===== config.mk =====
export PLATFORM = sky130hd
export DESIGN_NAME = time_of_day_counter
export DESIGN_NICKNAME = d
export VERILOG_FILES = /design/src/rtl/time_of_day_counter.sv
export SDC_FILE = /design/constraint.sdc
export NUM_CORES = 1
export LEC_CHECK = 0
export BUFFER_PORTS_ARGS = -buffer_cell sky130_fd_sc_hd__buf_2
export CAP_MARGIN = 5
export CORE_MARGIN = 8
export CORE_UTILIZATION = 52
export CTS_CLUSTER_DIAMETER = 60
export DETAILED_ROUTE_END_ITERATION = 10
export PLACE_DENSITY = 0.88
export SLEW_MARGIN = 20
export SYNTH_ARGS = -nofsm -noshare
export SYNTH_HDL_FRONTEND = slang
export SYNTH_SLANG_ARGS = --single-unit
export TNS_END_PERCENT = 10

===== constraint.sdc =====
create_clock -name clk_i -period 2.4 [get_ports clk_i]
set_input_delay 0.12 -clock clk_i [delete_from_list [all_inputs] [get_ports clk_i]]
set_output_delay 0.12 -clock clk_i [all_outputs]
set_load 0.1 [all_outputs]

===== src/rtl/time_of_day_counter.sv =====
// rtl/time_of_day_counter.sv - BCD HH:MM:SS time-of-day counter with validated MSF load
// Optional sync-loss timeout enabled by defining SYNC_TIMEOUT_EN.
module time_of_day_counter #(
    parameter logic [9:0] SYNC_TIMEOUT_MIN = 10'd60
) (
    input  logic       clk_i,
    input  logic       rst_i,
    input  logic       second_inc_i,
    input  logic       load_i,
    input  logic [7:0] load_hours_i,
    input  logic [7:0] load_minutes_i,
    output logic [7:0] hours_o,
    output logic [7:0] minutes_o,
    output logic [7:0] seconds_o,
    output logic       minute_tick_o,
    output logic       time_valid_o,
    output logic       load_err_o
);

    logic [7:0] r_hours;
    logic [7:0] r_minutes;
    logic [7:0] r_seconds;
    logic       r_minute_tick;
    logic       r_time_valid;
    logic       r_load_err;

    logic       w_load_ok;
    logic       w_sec_wrap;
    logic       w_min_wrap;

    // Units digits must be decimal; the full-byte hours compare covers both tens and 20-23 limits.
    assign w_load_ok  = (load_hours_i[3:0] <= 4'd9) &&
                        (load_minutes_i[3:0] <= 4'd9) &&
                        (load_minutes_i[7:4] <= 4'd5) &&
                        (load_hours_i <= 8'h23);
    assign w_sec_wrap = (r_seconds == 8'h59);
    assign w_min_wrap = (r_minutes == 8'h59);

    function automatic logic [7:0] bcd_inc(input logic [7:0] v);
        if (v[3:0] == 4'd9) begin
            bcd_inc = {v[7:4] + 4'd1, 4'h0};
        end else begin
            bcd_inc = v + 8'd1;
        end
    endfunction

`ifdef SYNC_TIMEOUT_EN
    logic [9:0] r_timeout_cnt;
`else
    logic w_unused_timeout_min;
    assign w_unused_timeout_min = ^SYNC_TIMEOUT_MIN;
`endif

    always_ff @(posedge clk_i or posedge rst_i) begin
        if (rst_i) begin
            r_hours       <= 8'h00;
            r_minutes     <= 8'h00;
            r_seconds     <= 8'h00;
            r_minute_tick <= 1'b0;
            r_time_valid  <= 1'b0;
            r_load_err    <= 1'b0;
`ifdef SYNC_TIMEOUT_EN
            r_timeout_cnt <= 10'd0;
`endif
        end else begin
            r_minute_tick <= 1'b0;
            r_load_err    <= 1'b0;
            if (load_i && w_load_ok) begin
                // An accepted load is a minute marker, so it swallows any coincident second tick.
                r_hours       <= load_hours_i;
                r_minutes     <= load_minutes_i;
                r_seconds     <= 8'h00;
                r_time_valid  <= 1'b1;
                r_minute_tick <= 1'b1;
`ifdef SYNC_TIMEOUT_EN
                r_timeout_cnt <= 10'd0;
`endif
            end else begin
                r_load_err <= load_i;
                if (second_inc_i) begin
                    if (w_sec_wrap) begin
                        r_seconds     <= 8'h00;
                        r_minute_tick <= 1'b1;
                        if (w_min_wrap) begin
                            r_minutes <= 8'h00;
                            r_hours   <= (r_hours == 8'h23) ? 8'h00 : bcd_inc(r_hours);
                        end else begin
                            r_minutes <= bcd_inc(r_minutes);
                        end
`ifdef SYNC_TIMEOUT_EN
                        if (r_timeout_cnt < SYNC_TIMEOUT_MIN) begin
                            r_timeout_cnt <= r_timeout_cnt + 10'd1;
                            if (r_timeout_cnt + 10'd1 == SYNC_TIMEOUT_MIN) begin
                                r_time_valid <= 1'b0;
                            end
                        end
`endif
                    end else begin
                        r_seconds <= bcd_inc(r_seconds);
                    end
                end
            end
        end
    end

    assign hours_o       = r_hours;
    assign minutes_o     = r_minutes;
    assign seconds_o     = r_seconds;
    assign minute_tick_o = r_minute_tick;
    assign time_valid_o  = r_time_valid;
    assign load_err_o    = r_load_err;

endmodule


==> results.txt <==
- Antenna-violating nets left: 0
- Num CTS Buffers: 3
* Fraction of the mapped netlist area in simple logic gates: between 20% and 30%
* Overall die area: between 5000 and 6000 µm²
- The floorplan step set the die width to between 70 and 80 µm.
- Setup slack on the critical path of the routed design comes to between 300 and 400 ps.
- Class of the tightest hold or removal check: primary input to flip-flop
- Number of antenna violations at the first check in global routing: 0
* Count of distinct cell types in the synthesized netlist: 40
- Worst reg-to-reg setup slack: roughly 310 ps
* Warning count from the yosys run: 0
* Terminating pin of the worst hold path: load_err_o
- Data on the critical path arrives at its endpoint at 2360 ps.
- A synthesized cell averages between 8 and 9 µm².
* Commonest non-fill, non-tap cell in the layout: buf_2
- Post-Synthesis Net Count: about 240
- During placement, the flow inserted port buffers numbering 46.
- By area, the combinational part of the netlist is dominated by simple AND/OR/NAND/NOR gates.
* Data required time of the worst path: 2660 ps
- For this run, the slowest stage of the critical path takes 490 ps.
* Type of origin of the critical path: flip-flop
* Overall overflow remaining after global route: 0
- Logic depth of the worst register-to-register path: 7
- Sequential elements use 39.1% of the synthesized area.
- Number of cells on the worst hold path: 2
* Iter 0 DRT Violations: roughly 150
- Measured along the y axis, the die boundary spans around 74 µm.
- The worst register-to-register path ends at hours_o[6].
- Summing the areas of all fa, ha and maj instances in the mapped netlist gives under 10% of the synthesized area.
- The analysis attributes to cell leakage a power of between 0.9 and 1 nW.
- Routed WL: ~4.2 mm
- Once the floorplan was initialized, standard cells occupied approximately 53% of the core.
- Worst voltage drop across the vdd grid: 0.000852 V
* Setup Crit Path Kind: flip-flop to flip-flop
- In the routed design, unresolved DRC markers number 0.
* Min cycle time layout: 2090 ps
- The max-slew violation total from the final report was 0.
* Vias post-DR: roughly 1.7k
- Number of clock sinks seen by CTS: 27
* Outcome: finished clean
* Worst r2r src: minutes_o[1]
* Setup_tns: 0 ps
- Final setup violation count: 0
- Multiplexer area fraction after synthesis: under 10%
- Synthesis produced slightly above 200 cells.
- Across the run, the number of max-cap violations was 0.
- Setup repair after global routing left no endpoint under its margin.
- The worst path uses 87.2% of the clock period.
- In the final layout, the share of cells above drive strength 1 is between 20% and 30%.
* CTS tree: done
- The congestion estimate from routability-driven global placement came to approximately 0.89.
* Number of gates resized after CTS: 0
- Root Driver: clkbuf_4
- Power density over the cells: about 1100 nW/µm²
- In this run the standard cell core region covers roughly 3300 µm².
- XOR/XNOR Fraction of Synth Area: around 2.5%
* # diodes: 0
* Drt pass-1 iters: 5
- In this run the worst path has a maximum fanout of 9.
- Count of state elements after synthesis: 27
- Prior to clock tree synthesis, the placed netlist has a worst setup slack of between 200 and 300 ps.
- The slowest stage of the critical path belongs to the cell or4_1.
* GRT Total Usage: between 10% and 20%
- In the routed layout, each cell is associated on average with a via count of 5.51.
* Measured slew at the worst slew-check pin: between 400 and 500 ps
* Largest clock skew in the final design: between 2 and 2.5 ps
- Via count of the first global-routing pass: 1,527
- The library cells used most frequently in the layout, excluding fill and tap cells, are buf_2, dfrtp_1, nor2_1, nand2_1, o21ai_0.
- Net count of the finished layout: 288
* Routed length per instance: 14.0 µm
- At the later pin of the worst-skew pair, clock insertion delay measures 320 ps.
- Crit path capture type: flip-flop
- Area growth from synthesis to final layout: 19.6%
- Relative slew slack: 67.6%
- Sum of net half-perimeters after detailed placement: ~3.2 mm
- The first global-routing pass estimated about 7.0 mm of wire.
* Largest buffer count on any clock path: 2
- The initialized floorplan defines 21 standard-cell rows.
- 47 I/O pins were placed.
- The number of hold violations in the final report was 0.
- The synthesized netlist devotes a little under a fifth of its cell area to compound gates.
* Peak Freq: 478 MHz
- Clock-pin slew was measured on the worst setup and hold paths at around 140 ps.
* Maximum number of pins on one net before global-route repair: 28
* Netlist Area Pre-Place: around 1700 µm²
- Origin of the worst min-delay path: load_i
- Cells along the critical path: inv_1, ha_1, and3b_1, nand4_1, buf_4, or4_1, a21oi_1
* H-Tree Depth: 1
==> logic make-up after synthesis <==
group | Yosys count
AO/OA/AOI/OAI | 53
XOR/XNOR | 5
adder cells (fa/ha/maj) | 12
buffers and inverters | 18
flip-flops | 27
multiplexers | 3
AND/OR/NAND/NOR | 87
==> power by group <==
part           total, W  switching (W)  internal [W]
Clock          0.000199       0.000134     0.0000652
Combinational   0.00131        0.00106      0.000255
Sequential     0.000741       0.000176      0.000564
Total           0.00225        0.00137      0.000884
==> flip-flops by register name (all words and copies together), names as in the netlist <==
name,count
seconds_o,8
hours_o,8
time_valid_o,1
minute_tick_o,1
minutes_o,8
load_err_o,1
==> final cells by class <==
cell class	instances	area, µm²
Timing Repair Buffer	53	288
Inverter	11	41.3
Fill cell	318	1190
Multi-Input combinational cell	160	977
Sequential cell	27	678
Clock buffer	4	26.3
Tap cell	46	57.6
==> routing by layer <==
layer	part of all wire [%]	track usage, %
met1	45	20.2
met2	47	26.0
met3	7.8	4.91
met4	1.0	4.66
met5	0	0
==> synthesized netlist by cell type, drive strengths merged <==
cell     number  area, µm²
or2           1       6.26
clkbuf        2       7.51
dfrtp        27        676
nand3b        1       7.51
and2          4       25.0
nand4         2       12.5
mux2          2       22.5
and3b         4       35.0
ha           12        150
nand4b        1       8.76
buf           5       27.5
o31ai         2       15.0
nand2        22       82.6
or3           4       25.0
o311ai        1       8.76
nor2         23       86.3
mux2i         1       10.0
nor2b         2       12.5
xor2          2       17.5
a211oi        3       22.5
xnor2         3       26.3
or4           2       15.0
nor3          5       25.0
a2111oi       2       18.8
o21ai        18       90.1
inv          11       41.3
and3          1       6.26
nand2b        3       18.8
nor4b         1       8.76
a22oi         1       7.51
a21oi        15       75.1
a31oi         8       50.1
and4b         1       10.0
o21a          1       7.51
nor4          2       12.5
o22a          1       8.76
nand3         8       40.0
a221oi        1       8.76
==> critical path: cells and delay by family, from the launching register on <==
family | cells | cell delay (ps)
AND/OR/NAND/NOR | 3 | 1000
flip-flops | 1 | 460
adder cells (fa/ha/maj) | 1 | 160
buffers and inverters | 2 | 260
AO/OA/AOI/OAI | 1 | 150
==> how the worst max path moves through the flow <==
stage	from	endpoint	slack [ps]
after global routing	minutes_o[1]	hours_o[6]	140
after CTS	minutes_o[1]	hours_o[3]	260
after global placement	minutes_o[1]	hours_o[3]	400
after floorplan	minutes_o[0]	hours_o[6]	-40
after detailed placement	minutes_o[1]	hours_o[3]	260
final	minutes_o[1]	hours_o[6]	310
==> timing repair <==
action / in CTS / in global routing
endpoints found under the hold margin: 28 / 0
setup buffers: 0 / 1
hold buffers: 2 / 0
endpoints found under the setup margin: 0 / 1
==> metrics by stage <==
step	hold WS, ps	power, W	cells	util (%)	area, µm²
after floorplan	173	0.00182	205	-	1730
after global placement	199	0.00204	294	61.8	2010
after detailed placement	200	0.00206	294	61.8	2010
after CTS	1.35	0.00226	300	63.2	2060
after global routing	1.47	0.00238	301	63.5	2070
final	7.67	0.00225	301	63.5	2070
Note: power is estimated with default switching activity, not from simulation.
